$ cat config.mk
export PLATFORM = sky130hd
export DESIGN_NAME = cancel_accumulator
export DESIGN_NICKNAME = d
export VERILOG_FILES = /design/src/rtl/cancel_accumulator.sv
export SDC_FILE = /design/constraint.sdc
export NUM_CORES = 1
export LEC_CHECK = 0
export ABC_CLOCK_PERIOD_IN_PS = 5300
export CORE_MARGIN = 1.5
export CORE_UTILIZATION = 30
export CTS_BUF_LIST = sky130_fd_sc_hd__clkbuf_4
export CTS_CLUSTER_SIZE = 14
export DETAILED_ROUTE_END_ITERATION = 16
export GPL_TIMING_DRIVEN = 1
export PLACE_DENSITY = 0.66
export SLEW_MARGIN = 20
export SYNTH_ARGS = -nofsm -noshare
export SYNTH_HDL_FRONTEND = slang
export SYNTH_SLANG_ARGS = --single-unit
$ cat constraint.sdc
create_clock -name clk -period 5.3 [get_ports clk]
set_input_delay 0.53 -clock clk [delete_from_list [all_inputs] [get_ports clk]]
set_output_delay 0.53 -clock clk [all_outputs]
set_load 0.005 [all_outputs]
$ cat src/rtl/cancel_accumulator.sv
// -----------------------------------------------------------------------------
// cancel_accumulator
//
// Read-modify-write controller for the per-client cancelled-order RAM. After
// reset it zero-fills every RAM location, then accepts one cancel event per
// cycle: it reads the client's running total, adds the cancelled amount with
// saturation (or clears the total), writes the result back, and publishes the
// updated total together with a threshold alarm.
//
// Ports
//   clk             sole clock; the RAM read and write ports run on it too
//   rst             synchronous, active-high reset
//   in_valid        cancel event valid
//   in_ready        high when an event can be accepted (RUN state only)
//   in_client       client ID of the event
//   in_amount       cancelled quantity to add
//   in_clear        force the client's total to zero (in_amount ignored)
//   threshold       alarm level, unsigned, quasi-static
//   ram_addr_read   RAM read address (follows in_client while ready)
//   ram_data_read   RAM read data, registered, one-cycle latency
//   ram_addr_write  RAM write address
//   ram_data_write  RAM write data
//   ram_we          RAM write enable
//   out_valid       one-cycle pulse: updated total available
//   out_client      client of the update
//   out_total       new total
//   out_alarm       out_total >= threshold
//   out_sat         the addition saturated
//   init_done       zero-fill complete
// -----------------------------------------------------------------------------
module cancel_accumulator #(
    parameter int D_WIDTH = 32,
    parameter int A_WIDTH = 5,
    parameter int A_MAX   = 32
) (
    input  logic               clk,
    input  logic               rst,
    input  logic               in_valid,
    output logic               in_ready,
    input  logic [A_WIDTH-1:0] in_client,
    input  logic [D_WIDTH-1:0] in_amount,
    input  logic               in_clear,
    input  logic [D_WIDTH-1:0] threshold,
    output logic [A_WIDTH-1:0] ram_addr_read,
    input  logic [D_WIDTH-1:0] ram_data_read,
    output logic [A_WIDTH-1:0] ram_addr_write,
    output logic [D_WIDTH-1:0] ram_data_write,
    output logic               ram_we,
    output logic               out_valid,
    output logic [A_WIDTH-1:0] out_client,
    output logic [D_WIDTH-1:0] out_total,
    output logic               out_alarm,
    output logic               out_sat,
    output logic               init_done
);

    localparam logic [A_WIDTH-1:0] LAST_ADDR = A_WIDTH'(A_MAX - 1);

    typedef enum logic {
        ST_INIT = 1'b0,
        ST_RUN  = 1'b1
    } state_t;

    // Unsigned add with saturation; the MSB of the return value is the
    // saturation flag, the remaining bits are the (possibly clamped) sum.
    function automatic logic [D_WIDTH:0] sat_add(
        input logic [D_WIDTH-1:0] base,
        input logic [D_WIDTH-1:0] amount
    );
        logic [D_WIDTH:0] sum;
        sum = {1'b0, base} + {1'b0, amount};
        if (sum[D_WIDTH]) begin
            return {1'b1, {D_WIDTH{1'b1}}};
        end
        return sum;
    endfunction

    state_t             r_state;
    state_t             w_state_nxt;
    logic [A_WIDTH-1:0] r_sweep_cnt;
    logic               w_init_we;
    logic               w_run;
    logic               w_accept;

    // S1: event registered at the accept edge
    logic               r_vld_p1;
    logic [A_WIDTH-1:0] r_client_p1;
    logic [D_WIDTH-1:0] r_amount_p1;
    logic               r_clear_p1;

    logic [D_WIDTH-1:0] w_base_p1;
    logic [D_WIDTH:0]   w_add_p1;
    logic [D_WIDTH-1:0] w_result_p1;
    logic               w_sat_p1;

    // W: forward register, a copy of what was written to the RAM last cycle
    logic               r_fwd_vld_p2;
    logic [A_WIDTH-1:0] r_fwd_client_p2;
    logic [D_WIDTH-1:0] r_fwd_data_p2;

    // Output stage
    logic               r_out_valid_p2;
    logic [A_WIDTH-1:0] r_out_client_p2;
    logic [D_WIDTH-1:0] r_out_total_p2;
    logic               r_out_alarm_p2;
    logic               r_out_sat_p2;

    // ---------------- control FSM ----------------
    always_ff @(posedge clk) begin
        if (rst) begin
            r_state     <= ST_INIT;
            r_sweep_cnt <= '0;
        end else begin
            r_state <= w_state_nxt;
            if (r_state == ST_INIT) begin
                r_sweep_cnt <= r_sweep_cnt + A_WIDTH'(1);
            end
        end
    end

    always_comb begin
        w_state_nxt = r_state;
        w_init_we   = 1'b0;
        w_run       = 1'b0;
        case (r_state)
            ST_INIT: begin
                w_init_we = 1'b1;
                if (r_sweep_cnt == LAST_ADDR) begin
                    w_state_nxt = ST_RUN;
                end
            end
            ST_RUN: begin
                w_run = 1'b1;
            end
            default: begin
                w_state_nxt = ST_INIT;
            end
        endcase
    end

    // While rst is held every control output sits at its idle value, so an
    // event sitting in S1 at the reset edge never reaches the RAM.
    assign in_ready      = w_run & ~rst;
    assign init_done     = w_run & ~rst;
    assign w_accept      = in_valid & in_ready;
    assign ram_addr_read = in_ready ? in_client : '0;

    // ---------------- stage p1: accept -> S1 ----------------
    always_ff @(posedge clk) begin
        if (rst) begin
            r_vld_p1 <= 1'b0;
        end else begin
            r_vld_p1 <= w_accept;
        end
    end

    always_ff @(posedge clk) begin
        if (w_accept) begin
            r_client_p1 <= in_client;
            r_amount_p1 <= in_amount;
            r_clear_p1  <= in_clear;
        end
    end

    // The RAM returns old data when read and written at the same edge, so a
    // same-client event on the very next cycle takes its base from W.
    assign w_base_p1 = (r_fwd_vld_p2 && (r_fwd_client_p2 == r_client_p1))
                       ? r_fwd_data_p2 : ram_data_read;

    assign w_add_p1    = sat_add(w_base_p1, r_amount_p1);
    assign w_result_p1 = r_clear_p1 ? '0   : w_add_p1[D_WIDTH-1:0];
    assign w_sat_p1    = r_clear_p1 ? 1'b0 : w_add_p1[D_WIDTH];

    always_comb begin
        ram_we         = 1'b0;
        ram_addr_write = '0;
        ram_data_write = '0;
        if (!rst) begin
            if (w_init_we) begin
                ram_we         = 1'b1;
                ram_addr_write = r_sweep_cnt;
            end else if (r_vld_p1) begin
                ram_we         = 1'b1;
                ram_addr_write = r_client_p1;
                ram_data_write = w_result_p1;
            end
        end
    end

    // ---------------- stage p2: S1 -> W / outputs ----------------
    always_ff @(posedge clk) begin
        if (rst) begin
            r_fwd_vld_p2 <= 1'b0;
        end else begin
            r_fwd_vld_p2 <= r_vld_p1;
        end
    end

    always_ff @(posedge clk) begin
        r_fwd_client_p2 <= r_client_p1;
        r_fwd_data_p2   <= w_result_p1;
    end

    always_ff @(posedge clk) begin
        if (rst) begin
            r_out_valid_p2  <= 1'b0;
            r_out_client_p2 <= '0;
            r_out_total_p2  <= '0;
            r_out_alarm_p2  <= 1'b0;
            r_out_sat_p2    <= 1'b0;
        end else begin
            r_out_valid_p2 <= r_vld_p1;
            if (r_vld_p1) begin
                r_out_client_p2 <= r_client_p1;
                r_out_total_p2  <= w_result_p1;
                r_out_alarm_p2  <= (w_result_p1 >= threshold);
                r_out_sat_p2    <= w_sat_p1;
            end
        end
    end

    assign out_valid  = r_out_valid_p2;
    assign out_client = r_out_client_p2;
    assign out_total  = r_out_total_p2;
    assign out_alarm  = r_out_alarm_p2;
    assign out_sat    = r_out_sat_p2;

endmodule

==> impl_metrics.py <==
metrics = {
    "pwr": {
        "p_sw_mw": 0.589,
        "switching_share": 0.282,
        "power_density_mw_per_mm2": 187,
        "power_frac_seq": 0.469,
        "p_leak_nw": 4.86,
        "pwr-share-comb": 0.237,
        "power_frac_clock": 0.293,
        "internal-power_mw": 1.50,
        "peakVddDrop_mv": 0.127,
    },
    "yosys": {
        "yosys.area_share.simple": 0.169,
        "synth.avg_cell_area_um2": 9.23,
        "synthArstFlopShare": 0,
        "syn-cell-area_mm2": 0.00706,
        "synth_top_family_by_area": "compound AO/OA/AOI/OAI gates",
        "synth-xor-area-share": 0.0372,
        "muxShareOfSynthArea": 0.0624,
        "synth.top_cell.area_share": 0.238,
        "ys_warn_count": 0,
        "synth_compound_area_frac": 0.171,
        "synth_cell_types": 66,
        "synth_seq_cells": 122,
        "ys.flop_type": "dfxtp_1",
        "yosysMostFrequentCell": "nor2_1",
        "synth_top_area_cell": "dfxtp_1",
        "ys_seq_area_frac": 0.400,
        "synth-edff-count": 38,
        "synthTopCellsByCount": "112 x nor2_1, 84 x dfxtp_1, 65 x ha_1",
        "synth_fp_nets": 936,
        "ys_top_cells_by_area": "dfxtp_1 24%, edfxtp_1 16%, ha_1 12%",
        "synth_adder_area_share": 0.118,
        "syn_inst": 765,
    },
    "floorplan": {
        "start_util": 0.309,
        "fp.dieW_um": 156,
        "pin_count": 190,
        "chipHeight_um": 156,
        "coreArea_mm2": 0.0228,
        "dieArea_mm2": 0.0245,
        "row_count": 55,
    },
    "global_route": {
        "grt_first_pass_wirelength_um": 36700,
        "grt_overflow": 0,
        "grt_usage": 0.197,
        "antenna_found_initial": 3,
        "grt_start_max_net_pins": 39,
        "grt_pass1_vias": 6846,
    },
    "timing": {
        "max_freq_mhz": 184,
        "finalHoldViolCount": 0,
        "worst_clock_skew_ns": 0.0212,
        "setup_slack_ns": -0.148,
        "fin_crit_ns": 5.45,
        "slew_headroom": 0.293,
        "hold_ws_ns": 0.453,
        "rsz0062_at_grt": "yes",
        "finalMaxSlewViolations": 0,
        "fin_crit_sh": 1.03,
        "setup_viol": 1,
        "tightest_slew_ns": 1.06,
    },
    "placed_design": {
        "place_congestion": 0.898,
        "portBuffers": 189,
        "hpwl_um": 18000,
        "placedCellCount": 1367,
    },
    "cells_and_area": {
        "drive_gt1_frac": 0.314,
        "area_delta_synth_final_pct": 58.3,
        "final_net_count": 1269,
        "instances_no_fill": 1424,
        "diodes": 0,
    },
    "setup_path": {
        "critical_path_class": "register to register",
        "critPathLaunchType": "register",
        "cpPeakStageDelay_ns": 0.44,
        "endpoint_kind": "register",
        "slowest_stage": "or4_4",
        "path_buf_inv": 7,
        "crit_top_cell": "buf_4",
        "cp.arrival_ns": 5.89,
        "cp_top_family": "simple AND/OR/NAND/NOR gates",
        "worstPathRequired_ns": 5.74,
        "cp_max_fo": 6,
    },
    "detailed_routing": {
        "wl_um": 24100,
        "first_iter_violations": 378,
        "ant_nets": 0,
        "drt-vias-per-instance": 4.80,
        "route.detailed.drc": 0,
        "firstDrtPassIters": 4,
        "via_count": 6842,
        "wl_per_cell_um": 16.9,
    },
    "outcome": {
        "violations": "negative setup slack",
        "status": "complete, but fails checks",
    },
    "flow_run": {
        "cap_violations": 0,
    },
    "clock_tree": {
        "htreeDepth": 4,
        "clock-sinks": 122,
        "worstSkewPairLatency_ns": 0.56,
        "cts_tree": "yes",
        "clk_pin_slew_ns": 0.11,
        "cts_made_buffers": 17,
        "clockBufferDepth": 2,
        "cts_root_buffer": "clkbuf_4",
    },
    "min_path": {
        "worstHoldPathType": "register to register",
    },
}
layer usage:
metal  track usage  up-vias  wire (um)
li1              -     3378          -
met1         0.248     3213      10700
met2         0.331      211      11400
met3        0.0518       34       1570
met4        0.0594        6        378
met5             0        -         44
timing repair:
action | in CTS | in global routing
endpoints found under the setup margin | 33 | 33
cloned | 1 | 0
gates resized for setup | 112 | 85
hold buffers | 0 | 0
setup buffers | 9 | 15
pin swaps | 9 | 25
final timing paths:
path                   from       endpoint  slack, ns  cells past startpoint
min           out_total[24]  out_total[24]       0.45                      2
max          r_client_p1[2]      out_alarm      -0.15                     25
min reg2reg   out_total[24]  out_total[24]       0.45                      2
max reg2reg  r_client_p1[2]      out_alarm      -0.15                     25
registers in the layout, summed over array words and instances, names as in the netlist:
signal / cells
r_state: 1
out_alarm: 1
out_client: 5
r_clear_p1: 1
r_vld_p1: 1
r_fwd_data_p2: 32
r_fwd_client_p2: 5
r_client_p1: 5
r_amount_p1: 32
out_valid: 1
r_sweep_cnt: 5
out_total: 32
out_sat: 1
through the flow:
step	setup slack [ns]	cell area (um2)	total power [mW]	setup TNS, ns	utilization
floorplan	0.0966	7060	1.20	0	-
global placement	-0.358	10200	1.43	-0.358	0.447
detailed placement	-0.399	10200	1.43	-0.399	0.447
CTS	-0.102	10900	2.09	-0.209	0.477
global route	-0.377	11200	2.20	-0.536	0.489
finish	-0.148	11200	2.09	-0.148	0.489
worst reg2reg max path: cells and delay by family, from the launching register on:
| family | cells | cell delay [ns] |
|---|---|---|
| AOI/OAI and AO/OA | 7 | 1.39 |
| buffers and inverters | 7 | 1.01 |
| adders and majority gates | 2 | 0.54 |
| DFF | 1 | 0.42 |
| muxes | 1 | 0.36 |
| and+or+nand+nor | 7 | 1.44 |
| xor gates and xnor gates | 1 | 0.18 |
cell type report:
class	instances	area, um2
multi-input cells	572	4470
clock inverters	10	78.8
flip-flops and latches	122	2820
inverters	39	146
clock buffers	22	165
fillers	2182	11700
well taps	313	392
repair buffers	346	3110
placed cells by master (no fill, tap or decap), types with 6 or more instances in the layout:
master,n
o21ai_0,39
clkbuf_2,13
a21o_1,26
a21oi_1,30
inv_1,39
mux2i_1,8
dfxtp_1,84
clkinv_2,7
buf_6,6
ha_1,46
edfxtp_1,38
nand4_1,9
clkdlybuf4s50_1,157
nand3_1,16
a211oi_2,6
a21oi_2,16
xnor2_1,14
ha_4,17
mux2_2,28
nor2_2,15
and3_1,6
and2_1,7
nor3_1,7
nand2_1,53
buf_2,6
o21ai_1,12
xor2_1,14
nand2b_1,13
buf_4,143
nor2_4,8
dlymetal6s2s_1,7
nor2_1,91
clkbuf_4,22
power by group through the flow:
stage | Combinational [mW] | Clock, mW | Sequential [mW]
after CTS | 0.466 | 0.640 | 0.982
after global placement | 0.424 | 0 | 1.00
after global routing | 0.538 | 0.679 | 0.984
after floorplan | 0.199 | 0 | 1.00
final | 0.496 | 0.613 | 0.982
after detailed placement | 0.425 | 0 | 1.00
cell families after synthesis:
family / after synthesis
AOI/OAI and AO/OA: 178
xor gates and xnor gates: 30
adders and majority gates: 66
buffers and inverters: 71
DFF: 122
muxes: 40
and+or+nand+nor: 258
No activity file was read; power rests on OpenSTA's default activity.
